### config.mk
export PLATFORM = sky130hd
export DESIGN_NAME = softmax_row_sequencer
export DESIGN_NICKNAME = d
export VERILOG_FILES = /design/src/rtl/softmax_row_sequencer.sv
export SDC_FILE = /design/constraint.sdc
export NUM_CORES = 2
export LEC_CHECK = 0
export BUFFER_PORTS_ARGS = -buffer_cell sky130_fd_sc_hd__buf_2
export CORE_MARGIN = 4
export CORE_UTILIZATION = 60
export CTS_CLUSTER_DIAMETER = 100
export DETAILED_ROUTE_END_ITERATION = 8
export PLACE_DENSITY = 0.82
export SKIP_LAST_GASP = 1
export SLEW_MARGIN = 20
export SYNTH_ARGS = -nofsm -noshare
export SYNTH_HDL_FRONTEND = slang
export SYNTH_SLANG_ARGS = --single-unit
export TNS_END_PERCENT = 20
### constraint.sdc
create_clock -name clk -period 7.7 [get_ports clk]
set_input_delay 1.54 -clock clk [delete_from_list [all_inputs] [get_ports clk]]
set_output_delay 1.54 -clock clk [all_outputs]
set_load 0.005 [all_outputs]
### src/rtl/softmax_row_sequencer.sv
// rtl/softmax_row_sequencer.sv - softmax row sequencer: load, max search, exp/sum, normalize passes
// Buffers one row, drives the shared exp and divide units one request at a time, streams quotients out.
module softmax_row_sequencer #(
    parameter int DATA_W  = 32,
    parameter int MAX_LEN = 64,
    parameter int SUM_W   = 48
) (
    input  logic              clk,
    input  logic              rst_n,
    input  logic              in_valid,
    output logic              in_ready,
    input  logic [DATA_W-1:0] in_data,
    input  logic              in_last,
    output logic              out_valid,
    input  logic              out_ready,
    output logic [DATA_W-1:0] out_data,
    output logic              out_last,
    output logic              exp_req_valid,
    input  logic              exp_req_ready,
    output logic [DATA_W-1:0] exp_req_data,
    input  logic              exp_rsp_valid,
    input  logic [DATA_W-1:0] exp_rsp_data,
    output logic              div_req_valid,
    input  logic              div_req_ready,
    output logic [DATA_W-1:0] div_num,
    output logic [SUM_W-1:0]  div_den,
    input  logic              div_rsp_valid,
    input  logic [DATA_W-1:0] div_rsp_data,
    output logic              busy,
    output logic              overflow,
    output logic              sat
);
    localparam int IW = $clog2(MAX_LEN);

    typedef enum logic [2:0] {
        IDLE, LOAD, MAX, EXP_REQ, EXP_WAIT, DIV_REQ, DIV_WAIT, OUT
    } state_t;

    state_t            state;
    logic [DATA_W-1:0] buffer [MAX_LEN];
    logic [IW-1:0]     wr_idx;
    logic [IW-1:0]     i;
    logic [IW:0]       len;
    logic [IW:0]       cnt;
    logic [DATA_W-1:0] max_val;
    logic [DATA_W-1:0] rd_data;
    logic [SUM_W-1:0]  sum;
    logic [SUM_W:0]    sum_add;
    logic [SUM_W-1:0]  sum_next;
    logic              sum_ovf;
    logic              last_i;
    logic              max_upd;
    logic [DATA_W-1:0] max_next;

    // x - max never exceeds zero, so only the negative rail needs clamping.
    function automatic logic [DATA_W-1:0] sat_diff(input logic [DATA_W-1:0] a,
                                                   input logic [DATA_W-1:0] b);
        logic [DATA_W:0] d;
        d = {a[DATA_W-1], a} - {b[DATA_W-1], b};
        if (d[DATA_W] && !d[DATA_W-1])
            return {1'b1, {(DATA_W-1){1'b0}}};
        return d[DATA_W-1:0];
    endfunction

    assign in_ready = (state == IDLE) || (state == LOAD);
    assign busy     = (state != IDLE);
    assign sum_add  = {1'b0, sum} + (SUM_W+1)'(exp_rsp_data);
    assign sum_ovf  = sum_add[SUM_W];
    assign sum_next = sum_ovf ? '1 : sum_add[SUM_W-1:0];
    assign last_i   = ({1'b0, i} == (len - (IW+1)'(1)));
    // rd_data lags cnt by one cycle, so cnt==0 has nothing valid to compare yet.
    assign max_upd  = (cnt != '0) && ($signed(rd_data) > $signed(max_val));
    assign max_next = max_upd ? rd_data : max_val;

    always_ff @(posedge clk) begin
        if (in_ready && in_valid)
            buffer[wr_idx] <= in_data;
        else if (state == EXP_WAIT && exp_rsp_valid)
            buffer[i] <= exp_rsp_data;
    end

    always_ff @(posedge clk or negedge rst_n) begin
        if (!rst_n) begin
            state         <= IDLE;
            wr_idx        <= '0;
            i             <= '0;
            len           <= '0;
            cnt           <= '0;
            max_val       <= '0;
            rd_data       <= '0;
            sum           <= '0;
            sat           <= 1'b0;
            overflow      <= 1'b0;
            out_valid     <= 1'b0;
            out_data      <= '0;
            out_last      <= 1'b0;
            exp_req_valid <= 1'b0;
            exp_req_data  <= '0;
            div_req_valid <= 1'b0;
            div_num       <= '0;
            div_den       <= '0;
        end else begin
            overflow <= 1'b0;
            case (state)
                IDLE, LOAD: begin
                    if (in_valid) begin
                        wr_idx <= wr_idx + IW'(1);
                        if (state == IDLE) begin
                            max_val <= in_data;
                            sat     <= 1'b0;
                            state   <= LOAD;
                        end
                        if (in_last || wr_idx == IW'(MAX_LEN - 1)) begin
                            len      <= {1'b0, wr_idx} + (IW+1)'(1);
                            wr_idx   <= '0;
                            cnt      <= '0;
                            overflow <= !in_last;
                            state    <= MAX;
                        end
                    end
                end
                MAX: begin
                    cnt <= cnt + (IW+1)'(1);
                    if (cnt < len)
                        rd_data <= buffer[cnt[IW-1:0]];
                    max_val <= max_next;
                    if (cnt == len) begin
                        sum           <= '0;
                        i             <= '0;
                        exp_req_valid <= 1'b1;
                        exp_req_data  <= sat_diff(buffer[0], max_next);
                        state         <= EXP_REQ;
                    end
                end
                EXP_REQ: begin
                    if (exp_req_ready) begin
                        exp_req_valid <= 1'b0;
                        state         <= EXP_WAIT;
                    end
                end
                EXP_WAIT: begin
                    if (exp_rsp_valid) begin
                        sum <= sum_next;
                        if (sum_ovf)
                            sat <= 1'b1;
                        if (last_i) begin
                            i             <= '0;
                            div_req_valid <= 1'b1;
                            // a one-word row is overwriting buffer[0] on this very edge
                            div_num       <= (i == '0) ? exp_rsp_data : buffer[0];
                            div_den       <= sum_next;
                            state         <= DIV_REQ;
                        end else begin
                            i             <= i + IW'(1);
                            exp_req_valid <= 1'b1;
                            exp_req_data  <= sat_diff(buffer[i + IW'(1)], max_val);
                            state         <= EXP_REQ;
                        end
                    end
                end
                DIV_REQ: begin
                    if (div_req_ready) begin
                        div_req_valid <= 1'b0;
                        state         <= DIV_WAIT;
                    end
                end
                DIV_WAIT: begin
                    if (div_rsp_valid) begin
                        out_data  <= div_rsp_data;
                        out_valid <= 1'b1;
                        out_last  <= last_i;
                        state     <= OUT;
                    end
                end
                OUT: begin
                    if (out_ready) begin
                        out_valid <= 1'b0;
                        out_last  <= 1'b0;
                        if (last_i) begin
                            i     <= '0;
                            state <= IDLE;
                        end else begin
                            i             <= i + IW'(1);
                            div_req_valid <= 1'b1;
                            div_num       <= buffer[i + IW'(1)];
                            state         <= DIV_REQ;
                        end
                    end
                end
                default: state <= IDLE;
            endcase
        end
    end
endmodule
==> flow_metrics.tcl <==
set metrics [dict create \
    post_drt_via_cell_ratio 8.101 \
    detailed_router_s_first_iteration_violation_count 14470 \
    irDropWorstVdd_mv 0.2909 \
    seq_power_share_pct 32.0 \
    worst_r2r_endpoint "exp_req_data[9]$_DFFE_PN0P_" \
    synth_cells 6127 \
    fin_crit_sh_pct 96.71 \
    slew_violations 0 \
    ys.warnings.count 0 \
    drt-wirelength-per-cell_microns 44.25 \
    chipHeight_microns 442.2 \
    num_rows 159 \
    fmax_mhz 134.3 \
    pin_count_of_the_biggest_net_entering_global_routing 124 \
    io_buffers 256 \
    num_io_pins 257 \
    slowest_stage "dfrtp_4" \
    total_leakage_power_uw 0.04161 \
    antenna_found_initial 58 \
    worst_path_max_stage_delay_ns 0.66 \
    gr-usage-all-layers_pct 40.66 \
    antenna_violating_nets_left 0 \
    worst_hold_startpoint "div_den[11]$_DFFE_PN0P_" \
    cts-root-buf "clkbuf_16" \
    synth_seq_area_share_pct 60.81 \
    core_sq_um 187600 \
    slew_headroom_pct 14.03 \
    fin_setup_tns_ns 0 \
    dpl.hpwl_microns 223700 \
    worst_slew_pin_slew_ns 1.286 \
    async_reset_ff_share_pct 12.44 \
    setup_viol_count_final 0 \
    yosys_most_used_dff "edfxtp_1" \
    worst_case_hold_path_end_point "div_den[11]$_DFFE_PN0P_" \
    violations "design-rule violations" \
    layout-drive-gt1-share_pct 35.48 \
    cts_hold_buf 0 \
    syn_avg_cell_area_sq_um 18.46 \
    cellPowerDensity_nw_per_um2 384.4 \
    p_int_uw 30320 \
    finClkSkew_ns 0.07072 \
    grt_first_pass_wirelength_microns 562400 \
    place_ws_ns 0.3330 \
    routed-via-count 73660 \
    hold_depth 2 \
    yosys.cell_types.count 80 \
    via_count_of_the_first_global_routing_pass 72970 \
    hold_viol 0 \
    worst_setup_hold_path_clk_slew_ns 0.07 \
    cap_viol_max_count 0 \
    worst_path_most_repeated_cell "mux4_2" \
    critical_path.endpoint_type "register" \
    clock_latency_ns 0.93 \
    die_width_microns 442.2 \
    path_cells "inv_1 -> ha_4 -> buf_12 -> buf_4 -> mux4_2 -> mux4_2 -> mux4_2 -> ha_1 -> a21oi_1 -> nor2_1 -> a211oi_1 -> nand2b_1 -> o211ai_1 -> o21ai_0 -> a41oi_1 -> o21ai_0 -> xnor2_1 -> a21bo_4 -> a32oi_1 -> o21ai_1" \
    cpLargestDelayFamily "compound AO/OA/AOI/OAI gates" \
    setup.worst_path.start_class "register" \
    rsz_0062_raised_after_global_routing "no" \
    initial_utilization_pct 60.30 \
    tritoncts_num_sinks 2339 \
    drt-pass1-iter-count 9 \
    gp_congestion 0.9823 \
    cts_max_path_buffers 3 \
    power_switching_uw 18180 \
    synth-seq-cells 2339 \
    timing.critical_path.arrival_ns 8.23 \
    totalWireLength_microns 402400 \
    cts.htree.levels 4 \
    dieArea_sq_um 195500 \
    synth-edff-count 2048 \
    final.hold.worst_slack_ns 0.4731 \
    timing.setup.critical_path_class "reg2reg" \
    syn_nets 6374 \
    finish.net_count 6614 \
    crit_required_ns 8.49 \
    detail_route.drc_violations 1 \
    reg2regPathDepth 20 \
    postLayoutSetupSlackWorst_ns 0.2532 \
    r2r_setup_slack_ns 0.25 \
    final_period_minus_worst_setup_slack_ns 7.447 \
    cp_num_buf_inv 3 \
    portion_of_total_power_attributed_to_combinational_logic_pct 43.6 \
    final_area_sq_um 126200 \
    cts_tree "done" \
    power.switching_fraction_pct 37.49 \
    syn-cell-area_sq_um 113100 \
    run_status "complete, but fails checks" \
    final_global_route_overflow_total 0 \
    crit-reg2reg-launch "i[0]$_DFFE_PN0P_" \
    syn_to_final_growth_pct 11.53 \
    share_clk_of_total_power_pct 24.4 \
    place_area_sq_um 118200 \
    holdCritPathClass "reg2reg" \
    timing.critical_path.fanout_max 31 \
    numCtsBuffers 227 \
]
worst register-to-register path: cells and delay by family (launching register included):
family | cells | cell delay, ns
multiplexers | 3 | 1.69
AND/OR/NAND/NOR | 2 | 0.16
adder cells (fa/ha/maj) | 2 | 0.90
XOR/XNOR | 1 | 0.25
buffers and inverters | 3 | 0.91
AO/OA/AOI/OAI | 9 | 2.75
flip-flops | 1 | 0.66
worst max path at each step:
stage,startpoint,end,slack (ns),cells past startpoint
after global placement,i[0]$_DFFE_PN0P_,exp_req_data[1]$_DFFE_PN0P_,0.46,20
after detailed placement,i[0]$_DFFE_PN0P_,exp_req_data[5]$_DFFE_PN0P_,0.33,20
after CTS,i[0]$_DFFE_PN0P_,exp_req_data[9]$_DFFE_PN0P_,0.12,20
after global routing,i[0]$_DFFE_PN0P_,exp_req_data[15]$_DFFE_PN0P_,0.09,20
after floorplan,i[0]$_DFFE_PN0P_,exp_req_data[11]$_DFFE_PN0P_,1.03,25
final,i[0]$_DFFE_PN0P_,exp_req_data[9]$_DFFE_PN0P_,0.25,20
power groups by stage:
stage / Sequential [uW] / Combinational [uW] / Clock (uW)
finish: 15500 / 21200 / 11800
CTS: 15500 / 20300 / 11700
floorplan: 15500 / 13900 / 0
global placement: 15700 / 19300 / 0
global route: 15600 / 22000 / 12300
detailed placement: 15700 / 19700 / 0
sequential cells by signal, summed over array words and instances (netlist names), 7 cells and up:
register / flops
buffer: 2048
cnt: 7
div_den: 48
div_num: 32
exp_req_data: 32
len: 7
max_val: 32
out_data: 32
rd_data: 32
sum: 48
timing repair:
| item | 4_1_cts | 5_1_grt |
|---|---|---|
| setup endpoints to repair | 0 | 31 |
| gates resized for setup | 0 | 1 |
| buffers inserted | 0 | 1 |
final cells by class:
type,instances,area (sq um)
antenna,24,60.06
clock buffer,281,6061
clock inverter,154,1667
fill,11080,61450
inverter,99,371.6
multi-input combinational,3268,43070
sequential,2339,68810
tap,2495,3122
timing repair buffer,432,2992
cell families (layout without fill, tap and decap cells):
family / after synthesis / count (layout) / synth area share [%]
multiplexers: 1475 / 1476 / 28.01
AO/OA/AOI/OAI: 695 / 695 / 3.745
buffers and inverters: 521 / 966 / 1.747
AND/OR/NAND/NOR: 849 / 849 / 3.268
adder cells (fa/ha/maj): 148 / 148 / 1.646
other: 0 / 24 / 0
XOR/XNOR: 100 / 100 / 0.7743
flip-flops: 2339 / 2339 / 60.81
synthesized netlist by cell type, drive strengths merged, types with 5 or more instances:
| library cell | number | area share [%] |
|---|---|---|
| edfxtp | 2048 | 54 |
| mux4 | 1344 | 27 |
| nand2 | 399 | 1.3 |
| clkbuf | 318 | 1.1 |
| dfrtp | 291 | 6.4 |
| o21ai | 277 | 1.2 |
| nor2 | 234 | 0.78 |
| a21oi | 165 | 0.73 |
| ha | 139 | 1.5 |
| buf | 104 | 0.36 |
| inv | 99 | 0.33 |
| mux2 | 66 | 0.66 |
| mux2i | 65 | 0.60 |
| xnor2 | 62 | 0.48 |
| a21o | 59 | 0.39 |
| nand3 | 48 | 0.21 |
| xor2 | 38 | 0.29 |
| nor3 | 30 | 0.13 |
| a31oi | 26 | 0.14 |
| a22oi | 23 | 0.20 |
| nor2b | 22 | 0.12 |
| o21a | 22 | 0.15 |
| nand4 | 21 | 0.12 |
| o21bai | 18 | 0.12 |
| nand2b | 17 | 0.094 |
| and3 | 16 | 0.088 |
| o211ai | 13 | 0.091 |
| or3 | 13 | 0.072 |
| o31ai | 11 | 0.073 |
| a21boi | 10 | 0.066 |
| nand3b | 10 | 0.066 |
| or2 | 9 | 0.050 |
| a211oi | 8 | 0.058 |
| o22ai | 8 | 0.044 |
| a32oi | 6 | 0.046 |
| maj3 | 6 | 0.055 |
| nor4 | 6 | 0.039 |
| a221o | 5 | 0.044 |
| a41oi | 5 | 0.039 |
cell usage in the layout, fill, tap and decap left out, types with 59 or more instances in the layout:
master / n
buf_2: 255
xnor2_1: 60
nor2_4: 65
nand2_1: 392
mux2_2: 66
mux2i_1: 63
a21oi_1: 164
nor2_1: 167
o21ai_0: 251
ha_1: 138
inv_1: 99
mux4_2: 1344
dfrtp_1: 283
clkbuf_16: 230
edfxtp_1: 2048
buf_4: 147
a21o_1: 59
metal layers:
layer  routed length (microns)  vias to the layer above  part of all wire (%)  track usage, %
li1                          -                    26220                     -               -
met1                    116400                    36510                    29           49.69
met2                    182600                     8672                    45           60.94
met3                     70380                     2198                    17           16.59
met4                     32530                       60                   8.1           25.32
met5                       421                        -                  0.10          0.4884
through the flow:
step                      power (uW)  cells  util (%)
after global placement         34960   8627     63.00
after global routing           49840   9073     67.22
final                          48500   9092     67.24
after CTS                      47530   9062     67.12
after floorplan                29440   6127         -
after detailed placement       35460   8627     63.00
No activity file was read; power rests on OpenSTA's default activity.
